==> src/rtl/compare_mon_pkg.sv <==
// compare_mon_pkg: state/class encodings and run-counter width for the hysteresis monitor
package compare_mon_pkg;
  typedef enum logic [1:0] {ST_INIT = 2'b00, ST_BELOW = 2'b01, ST_AT = 2'b10, ST_ABOVE = 2'b11} state_t;
  typedef enum logic [1:0] {CLS_NONE = 2'b00, CLS_BELOW = 2'b01, CLS_AT = 2'b10, CLS_ABOVE = 2'b11} cls_t;
  localparam int RUN_W = 4;
  function automatic state_t cls2state(input cls_t c);
    return state_t'(c);
  endfunction
endpackage

==> src/rtl/compare_debounce_cnt.sv <==
// compare_debounce_cnt: candidate/run tracker raising confirm on the CONFIRM_CNT-th agreeing sample
module compare_debounce_cnt
  import compare_mon_pkg::*;
#(
  parameter int CONFIRM_CNT = 3
) (
  input  logic       clk,
  input  logic       rst,
  input  logic       clear,
  input  logic       eval,
  input  logic       match,
  input  logic [1:0] cls,
  output logic       confirm
);
  cls_t cand;
  logic [RUN_W-1:0] run, hit;
  always_comb begin
    hit = (cls_t'(cls) == cand) ? run + 1'b1 : RUN_W'(1);
    confirm = eval && !match && hit == RUN_W'(CONFIRM_CNT);
  end
  always_ff @(posedge clk or posedge rst)
    if (rst) begin
      cand <= CLS_NONE;
      run <= '0;
    end else if (clear || (eval && (match || confirm))) begin
      cand <= CLS_NONE;
      run <= '0;
    end else if (eval) begin
      cand <= cls_t'(cls);
      run <= hit;
    end
endmodule

==> src/rtl/compare_hysteresis_monitor.sv <==
// compare_hysteresis_monitor: registered comparator stage with debounced BELOW/AT/ABOVE tracking.
// Define COMPARE_MON_STATS_EN to build the saturating ABOVE-entry counter; otherwise event_cnt is 0.
module compare_hysteresis_monitor
  import compare_mon_pkg::*;
#(
  parameter int CONFIRM_CNT = 3,
  parameter int CNT_W       = 8
) (
  input  logic             clk,
  input  logic             rst,
  input  logic             in_valid,
  input  logic [3:0]       in_data,
  output logic             in_ready,
  input  logic [3:0]       thr,
  input  logic             clear,
  output logic [3:0]       cmp_a,
  output logic [3:0]       cmp_b,
  input  logic             cmp_gt,
  input  logic             cmp_lt,
  input  logic             cmp_eq,
  output logic [1:0]       state_out,
  output logic             alarm,
  output logic [CNT_W-1:0] event_cnt,
  output logic             err
);
  state_t state, state_nxt;
  cls_t cls;
  logic s1_valid, accept, onehot, eval, confirm, enter_above;
  assign in_ready = !clear;
  assign accept = in_valid && in_ready;
  assign state_out = state;
  always_ff @(posedge clk or posedge rst)
    if (rst) begin
      s1_valid <= 1'b0;
      cmp_a <= '0;
      cmp_b <= '0;
    end else begin
      s1_valid <= accept;
      if (accept) begin
        cmp_a <= in_data;
        cmp_b <= thr;
      end
    end
  always_comb begin
    onehot = (2'(cmp_gt) + 2'(cmp_lt) + 2'(cmp_eq)) == 2'd1;
    cls = cmp_gt ? CLS_ABOVE : cmp_lt ? CLS_BELOW : CLS_AT;
    eval = s1_valid && onehot && !clear;
    state_nxt = clear ? ST_INIT : (eval && (state == ST_INIT || confirm)) ? cls2state(cls) : state;
    enter_above = state_nxt == ST_ABOVE && state != ST_ABOVE;
  end
  compare_debounce_cnt #(.CONFIRM_CNT(CONFIRM_CNT)) u_db (
    .clk(clk),
    .rst(rst),
    .clear(clear),
    .eval(eval && state != ST_INIT),
    .match(cls2state(cls) == state),
    .cls(cls),
    .confirm(confirm)
  );
  always_ff @(posedge clk or posedge rst)
    if (rst) begin
      state <= ST_INIT;
      alarm <= 1'b0;
      err <= 1'b0;
    end else begin
      state <= state_nxt;
      alarm <= enter_above;
      err <= !clear && (err || (s1_valid && !onehot));
    end
`ifdef COMPARE_MON_STATS_EN
  always_ff @(posedge clk or posedge rst)
    if (rst) event_cnt <= '0;
    else if (clear) event_cnt <= '0;
    else if (enter_above && !(&event_cnt)) event_cnt <= event_cnt + 1'b1;
`else
  assign event_cnt = '0;
`endif
endmodule
==> config.mk <==
export PLATFORM = sky130hd
export DESIGN_NAME = compare_hysteresis_monitor
export DESIGN_NICKNAME = d
export VERILOG_FILES = /design/src/rtl/compare_mon_pkg.sv /design/src/rtl/compare_debounce_cnt.sv /design/src/rtl/compare_hysteresis_monitor.sv
export SDC_FILE = /design/constraint.sdc
export NUM_CORES = 1
export LEC_CHECK = 0
export BUFFER_PORTS_ARGS = -buffer_cell sky130_fd_sc_hd__buf_2
export CORE_MARGIN = 4
export CORE_UTILIZATION = 48
export CTS_CLUSTER_SIZE = 20
export DETAILED_ROUTE_END_ITERATION = 10
export PLACE_DENSITY_LB_ADDON = 0.25
export SYNTH_ARGS = -nofsm -noshare
export SYNTH_HDL_FRONTEND = slang
export SYNTH_SLANG_ARGS = --single-unit
==> constraint.sdc <==
create_clock -name clk -period 2.2 [get_ports clk]
set_input_delay 0.22 -clock clk [delete_from_list [all_inputs] [get_ports clk]]
set_output_delay 0.22 -clock clk [all_outputs]
set_load 0.02 [all_outputs]
After elaboration in Yosys (flattened, before gate mapping)

Index checks and enable logic that the tools add are counted.
Widths: inputs -> output; s select.

$add $sub $neg: 3
Equal/unequal tests: 6
Mux-type cells: 9
Reductions and logical operators: 21

Operators by type and width:

| operator            | number |
|---|---|
| $mux 2              | 6 |
| $mux 4              | 3 |
| $logic_and 1x1->1   | 11 |
| $add 4x1->4 const B | 1 |
| $eq 2x2->1          | 2 |
| $eq 4x2->1 const B  | 1 |
| $logic_or 1x1->1    | 4 |
| $reduce_bool 2->1   | 2 |
| $logic_not 1->1     | 3 |
| $add 1x1->2         | 1 |
| $add 2x1->2         | 1 |
| $eq 2x1->1 const B  | 1 |
| $eq 2x2->1 const B  | 1 |
| $logic_not 2->1     | 1 |
| $ne 2x2->1 const B  | 1 |

Register bits: 19
Bits of input ports: 15
Output and inout bits: 21
Word-level logic and storage cells: 47

Longest topological paths before layout

Gate-level depths: netlist of run 1.

Depth after elaboration: 14
Mapped depth: 7

Cells and area by module

Synthesis of run 1 repeated with hierarchy kept, for this count alone.

Cell total of the unflattened synthesis: 104
Area, all modules: 1087.3 um^2

By module, submodules not included:

| module                     | times used | cells an instance | area an instance (um^2) | seq. area each (um^2) |
|---|---|---|---|---|
| compare_hysteresis_monitor | 1          | 59                | 671.9                   | 325.3 |
| compare_debounce_cnt       | 1          | 45                | 415.4                   | 150.1 |

Least setup slack after synthesis of run 1

Ideal clock, no wire load.

Kind: register -> register
Start: reg u_db.run[0]
End: reg state[0] (netlist: state_out[0])
Arrival: 1.762 ns
Setup slack: 0.310 ns
Stages on the path, launching flop included: 7
Buffers on the path: 0
Period minus slack after synthesis: 1.890 ns
Cells stage by stage: dfrtp_1 -> ha_1 -> nor2b_1 -> or4_4 -> a21o_1 -> o41ai_1 -> nor2_1

Longest elaborated chain between the ends: 8

RTL lines:

| item                     | RTL line                         | RTL |
|---|---|---|
| start: declaration       | compare_debounce_cnt.sv:16       | `logic [RUN_W-1:0] run, hit;` |
| start signal: assignment | compare_debounce_cnt.sv:30       | `run <= hit;` |
| $add 4x1->4              | compare_debounce_cnt.sv:18       | `hit = (cls_t'(cls) == cand) ? run + 1'b1 : RUN_W'(1);` |
| $mux 4                   | compare_debounce_cnt.sv:18       |  |
| $eq 4x2->1               | compare_debounce_cnt.sv:19       | `confirm = eval && !match && hit == RUN_W'(CONFIRM_CNT);` |
| $logic_and 1x1->1        | compare_debounce_cnt.sv:19       |  |
| $logic_or 1x1->1         | compare_hysteresis_monitor.sv:48 | `state_nxt = clear ? ST_INIT : (eval && (state == ST_INIT \|\| confirm)) ? cls2state(cls) : state;` |
| $logic_and 1x1->1        | compare_hysteresis_monitor.sv:48 |  |
| $mux 2 (2 in a row)      | compare_hysteresis_monitor.sv:48 |  |
| named net state_nxt[0]   | compare_hysteresis_monitor.sv:26 | `state_t state, state_nxt;` |
| end signal: assignment   | compare_hysteresis_monitor.sv:66 | `state <= state_nxt;` |
| end: declaration         | compare_hysteresis_monitor.sv:26 |  |

The timed path passes the listed nets, and every way through them passes these cells.
A chain may end at the register's enable or synchronous reset.

Final worst setup path of run 1

Start: reg u_db.run[0]
End: reg state[1] (netlist: state_out[1])

The elaborated chain is that of the path after synthesis.

==> results of run 1 <==
## state kept, by name, summed over array words and instances, names as in the netlist
register	flops
state_out	2
cmp_b	4
s1_valid	1
u_db.cand	2
err	1
u_db.run	4
cmp_a	4
alarm	1
## Yosys cell counts
cell / n / share of area
ha_1: 1 / 0.012
nor3_1: 1 / 0.0049
o211ai_1: 1 / 0.0073
a21oi_1: 2 / 0.0098
nand3_1: 3 / 0.015
o21ba_1: 1 / 0.0098
dfrtp_1: 19 / 0.46
nor2b_1: 4 / 0.024
o22ai_1: 1 / 0.0061
or2_2: 1 / 0.0061
mux2_2: 9 / 0.099
inv_1: 6 / 0.022
o21ai_0: 4 / 0.020
nor2b_4: 1 / 0.013
a32o_1: 1 / 0.0098
nand4bb_1: 1 / 0.011
nor2_1: 8 / 0.029
or4_4: 1 / 0.011
fa_1: 1 / 0.020
nand2b_1: 3 / 0.018
nand4_1: 2 / 0.012
and4bb_2: 1 / 0.012
and4_1: 1 / 0.0085
xnor2_1: 1 / 0.0085
nand2_1: 9 / 0.033
conb_1: 1 / 0.0037
o21a_1: 1 / 0.0073
clkbuf_1: 1 / 0.0037
o221ai_1: 1 / 0.0085
a21boi_1: 1 / 0.0073
o41ai_1: 2 / 0.017
a21o_1: 1 / 0.0073
buf_4: 8 / 0.059
## worst max-delay path by stage
| stage | from | to | cells after the start |
|---|---|---|---|
| 6_report | u_db.run[0] | state_out[1] | 6 |
| 3_3_place_gp | u_db.run[0] | state_out[1] | 6 |
| 2_1_floorplan | u_db.run[0] | state_out[0] | 6 |
| 3_5_place_dp | u_db.run[0] | state_out[1] | 6 |
| 5_1_grt | u_db.run[0] | state_out[1] | 6 |
| 4_1_cts | u_db.run[0] | state_out[1] | 6 |
## cell families (layout without fill, tap and decap cells)
| logic type | after synthesis | count (layout) |
|---|---|---|
| and+or+nand+nor | 36 | 36 |
| DFF | 19 | 19 |
| other | 1 | 8 |
| adders and majority gates | 2 | 2 |
| AOI/OAI and AO/OA | 16 | 16 |
| buffers and inverters | 15 | 38 |
| xor gates and xnor gates | 1 | 1 |
| muxes | 9 | 9 |
## report_power, final
group / total (mW) / internal [mW] / switching (mW)
logic: 0.151 / 0.0585 / 0.0930
registers: 0.388 / 0.374 / 0.0138
clock network: 0.173 / 0.0677 / 0.106
total: 0.713 / 0.500 / 0.212
## final cells by class
type                    instances  share of cell area
multi-input cells              72               0.411
flip-flops and latches         19               0.399
repair buffers                 28               0.120
well taps                      27              0.0284
clock buffers                   3              0.0189
inverters                       6              0.0189
clock inverters                 1             0.00420
## per-stage QoR
stage / cell area (um^2) / hold WS, ps / setup WS (ps) / utilization / total power [mW]
after floorplan: 1050 / 171 / 310 / - / 0.504
after detailed placement: 1160 / 368 / 180 / 0.581 / 0.549
after CTS: 1190 / 32.0 / 159 / 0.595 / 0.724
after global routing: 1190 / 61.0 / 65.7 / 0.595 / 0.754
after global placement: 1160 / 357 / 262 / 0.581 / 0.542
final: 1190 / 8.80 / 175 / 0.595 / 0.713
## worst max-delay path, delay by kind of cell, from the launching register on
kind	cells	cell delay, ps
adder cells (fa/ha/maj)	1	250
AND/OR/NAND/NOR	3	720
flip-flops	1	430
AO/OA/AOI/OAI	2	520
## per-layer routing
metal	wire, um	track usage	share of wire	vias up
met5	0	0	0	-
met4	36	0.0747	0.018	0
met3	144	0.0443	0.073	4
met2	955	0.303	0.48	28
met1	840	0.166	0.42	388
li1	-	-	-	386
==> reports/metrics.yaml, run 1 <==
final_antenna_net_count: 0
max_freq_mhz: 494
cp.arrival_ps: 2220
place.gp.congestion: 0.790
critPathMaxFanout: 5
worstHoldPathType: "input pin to asynchronous set/reset pin"
initial_core_util: 0.512
synth_area_um2: 1020
worst_setup_path_end_kind: "flip-flop"
wl_per_cell_um: 12.7
synth_warnings: 0
synthToLayoutAreaGrowth_pct: 16.2
cts.htree.levels: 1
hold_viol: 0
place_inst: 152
die_area_um2: 2940
netlist_instances: 99
layout.cells.non_filler: 156
status: "finished, final reports clean"
cts-root-buf: "clkbuf_4"
numClockSinks: 19
vdd_drop_max_mv: 0.440
timing.rr.end: "state_out[1]"
leakage_nw: 0.595
die_w_um: 54.2
synth-seq-cells: 19
cts_buffers: 3
syn_area_per_cell_um2: 10.4
setup_viol: 0
antenna_found_initial: 0
worstPathRequired_ps: 2390
synth-simple-area-share: 0.199
clk_latency_ps: 300
period_minus_slack_ps: 2030
drc: 0
rrSetupSlack_ps: 170
slowest_stage: "or4_4"
grt_pass1_wl_mm: 3.38
rsz0062_at_grt: "no"
antenna_cells: 0
critPathKind: "flip-flop to flip-flop"
nFillCells: 189
clockBufferDepth: 2
hold_buffers: 0
clk_pin_slew_worst_paths_ps: 110
synth_xor_area_frac: 0.00855
multi_input_area_um2: 489
clock-skew-final_ps: 7.52
overflow: 0
port-buffer-count: 27
grt_pass1_vias: 802
maxCapViolCount: 0
path_cells: "ha_1, nor2b_1, or4_4, a21o_1, o41ai_1, nor2_1"
slowest_delay_ps: 500
max_slew_margin: 0.531
final_cell_mix: "buf_2 (27), dfrtp_1 (19), mux2_2 (9), nand2_1 (9)"
final_nets: 147
core.rowCount: 16
dp_hpwl_mm: 1.60
worstRegToRegCells: 6
cts_setup_buffers: 0
initialDrtViolationCount: 6
r2r-start: "u_db.run[0]"
die_h_um: 54.2
worstMarginPinSlew_ps: 702
drv_slew: 0
ys_types: 33
drive_above_1_share: 0.349
vias_per_cell: 5.17
grt_max_degree: 20
muxShareOfSynthArea: 0.0989
cts_tree: "done"
yosys.area_share.adder: 0.0317
num_vias: 806
ff_latch_area_um2: 475
cts_resized: 0
core-area_um2: 2000
final.setup.tns_ps: 0
ys_seq_area_frac: 0.464
layout_commonest_cell: "buf_2"
worst_setup_path_start_kind: "flip-flop"
fin_crit_sh: 0.921
power_density_nw_per_um2: 599
grt.total_usage: 0.163
route.final.wire_length_mm: 1.98
pin_count: 36
synth_compound_area_frac: 0.110
synth_top_family_by_area: "simple AND/OR/NAND/NOR gates"
dr.pass1.iters: 4
Note: power is estimated with default switching activity, not from simulation.
==> run 2: changes to the inputs <==
--- a/config.mk
+++ b/config.mk
@@ -10,7 +10,7 @@
 export CORE_UTILIZATION = 48
 export CTS_CLUSTER_SIZE = 20
 export DETAILED_ROUTE_END_ITERATION = 10
-export PLACE_DENSITY_LB_ADDON = 0.25
+export PLACE_DENSITY = 0.77
 export SYNTH_ARGS = -nofsm -noshare
 export SYNTH_HDL_FRONTEND = slang
 export SYNTH_SLANG_ARGS = --single-unit
==> reports/metrics.yaml, run 2 (synthesis gave the netlist of run 1 again) <==
overflow: 0  # unchanged
initialDrtViolationCount: 18  # was 6
place_inst: 151  # was 152
place.gp.congestion: 0.879  # was 0.790
synthToLayoutAreaGrowth_pct: 15.4  # was 16.2%
wl_met1_um: 840  # unchanged
die_h_um: 54.2  # unchanged
p_comb_frac: 0.210  # was 0.212
final.setup.tns_ps: 0  # unchanged
fin_crit_sh: 0.940  # was 0.921
top_layer_used: "met4"  # unchanged
setup_viol: 0  # unchanged
swShare: 0.294  # was 0.298
worstPathRequired_ps: 2380  # was 2390 ps
internal_power_mw: 0.503  # was 0.500 mW
port-buffer-count: 27  # unchanged
leakage_nw: 0.587  # was 0.595 nW
vias_per_cell: 5.15  # was 5.17
cts_resized: 0  # unchanged
antenna_found_initial: 0  # unchanged
die_w_um: 54.2  # unchanged
route.final.wire_length_mm: 1.97  # was 1.98 mm
clockBufferDepth: 2  # unchanged
rsz0062_at_grt: "no"  # unchanged
dr.pass1.iters: 4  # unchanged
placed_area_um2: 1160  # about the same
final.setup.worst_slack_ps: 132  # was 175 ps
timing.rr.end: "state_out[0]"  # was state_out[1]
design_area_um2: 1180  # was 1190 um^2
switchingPower_mw: 0.210  # was 0.212 mW
drc: 0  # unchanged
worst_setup_path_start_kind: "flip-flop"  # unchanged
clk_latency_ps: 290  # was 300 ps
worstRegToRegCells: 6  # unchanged
core-area_um2: 2000  # unchanged
finalPower_mw: 0.713  # about the same
die_area_um2: 2940  # unchanged
antenna_cells: 0  # unchanged
vdd_drop_max_mv: 0.475  # was 0.440 mV
path_cells: "ha_1, nor2b_1, or4_4, a21o_1, o41ai_1, nor2_1"  # unchanged
pin_count: 36  # unchanged
hold_viol: 0  # unchanged
numClockSinks: 19  # unchanged
endpoint: "state_out[0]"  # was state_out[1]
fin_hold_ws_ps: 11.0  # was 8.80 ps
hold_buffers: 0  # unchanged
slowest_stage: "or4_4"  # unchanged
critPathMaxFanout: 5  # unchanged
initial_core_util: 0.512  # unchanged
dp_hpwl_mm: 1.58  # was 1.60 mm
clk_pin_slew_worst_paths_ps: 110  # about the same
core.rowCount: 16  # unchanged
cts_buffers: 3  # unchanged
worstMarginPinSlew_ps: 693  # was 702 ps
clock-skew-final_ps: 9.26  # was 7.52 ps
power_density_nw_per_um2: 603  # was 599 nW/um^2
cts_setup_buffers: 0  # unchanged
grt_pass1_wl_mm: 3.29  # was 3.38 mm
r2r-start: "u_db.run[0]"  # unchanged
max_slew_margin: 0.537  # was 0.531
wl_per_cell_um: 12.7  # about the same
layout_commonest_cell: "buf_2"  # unchanged
wl_met2_um: 926  # was 955 um
top_regs: "cmp_a (4), cmp_b (4), u_db.run (4)"  # unchanged
status: "finished, final reports clean"  # unchanged
period_minus_slack_ps: 2070  # was 2030 ps
final_antenna_net_count: 0  # unchanged
cp.arrival_ps: 2240  # was 2220 ps
critPathKind: "flip-flop to flip-flop"  # unchanged
seq_power_share: 0.544  # about the same
grt_pass1_vias: 797  # was 802
slowest_delay_ps: 510  # was 500 ps
grt_max_degree: 20  # unchanged
post-route-util: 0.591  # was 0.595
worstHoldPathType: "input pin to asynchronous set/reset pin"  # unchanged
p_clk_frac: 0.246  # was 0.243
maxCapViolCount: 0  # unchanged
wl_met3_um: 190  # was 144 um
startpoint: "u_db.run[0]"  # unchanged
drv_slew: 0  # unchanged
cts_tree: "done"  # unchanged
worst_setup_path_end_kind: "flip-flop"  # unchanged
num_vias: 799  # was 806
drive_above_1_share: 0.336  # was 0.349
dp_slack_ps: 155  # was 180 ps
grt.total_usage: 0.159  # was 0.163
cts-root-buf: "clkbuf_4"  # unchanged
rrSetupSlack_ps: 130  # was 170 ps
final_nets: 146  # was 147
final_cell_mix: "buf_2 (27), dfrtp_1 (19), mux2_2 (9), nand2_1 (9)"  # unchanged
layout.cells.non_filler: 155  # was 156
cts.htree.levels: 1  # unchanged
max_freq_mhz: 484  # was 494 MHz
-- run 2: changes by cell type in the layout (fill, tap and decap cells not counted) --
| cell | previous run | this run |
|---|---|---|
| clkinv_2 | 1 | 0 |
| buf_4 | 1 | 0 |
| clkbuf_1 | 0 | 1 |
-- run 2: per-layer routing --
metal | vias up | global-route usage
met2 | 42 | 0.269
met3 | 2 | 0.0388
met5 | - | 0
met1 | 368 | 0.185
li1 | 387 | -
met4 | 0 | 0.0830
-- run 2: cell type report --
class,count,area [um^2]
fillers,184,820
multi-input cells,72,489
flip-flops and latches,19,475
repair buffers,27,135
well taps,27,33.8
clock buffers,4,26.3
inverters,6,22.5
-- run 2: how the worst min path moves through the flow --
stage          slack [ps]  from  cells past startpoint          end
5_1_grt                70   rst                      2     cmp_a[1]
3_5_place_dp          370   rst                      2     cmp_a[1]
4_1_cts                40   rst                      2     cmp_a[1]
6_report               10   rst                      2  u_db.run[3]
2_1_floorplan         170   rst                      1        alarm
3_3_place_gp          370   rst                      2     cmp_b[1]
-- run 2: critical path, delay by kind of cell (launching register included) --
family	cells	cell delay [ps]
adders and majority gates	1	250
DFF	1	440
and+or+nand+nor	3	740
AOI/OAI and AO/OA	2	520
-- run 2: power groups by stage --
stage | combinational (mW) | clock (mW) | sequential [mW]
6_report | 0.150 | 0.175 | 0.388
3_5_place_dp | 0.151 | 0 | 0.395
5_1_grt | 0.164 | 0.196 | 0.392
2_1_floorplan | 0.0790 | 0 | 0.425
3_3_place_gp | 0.148 | 0 | 0.393
4_1_cts | 0.151 | 0.180 | 0.389
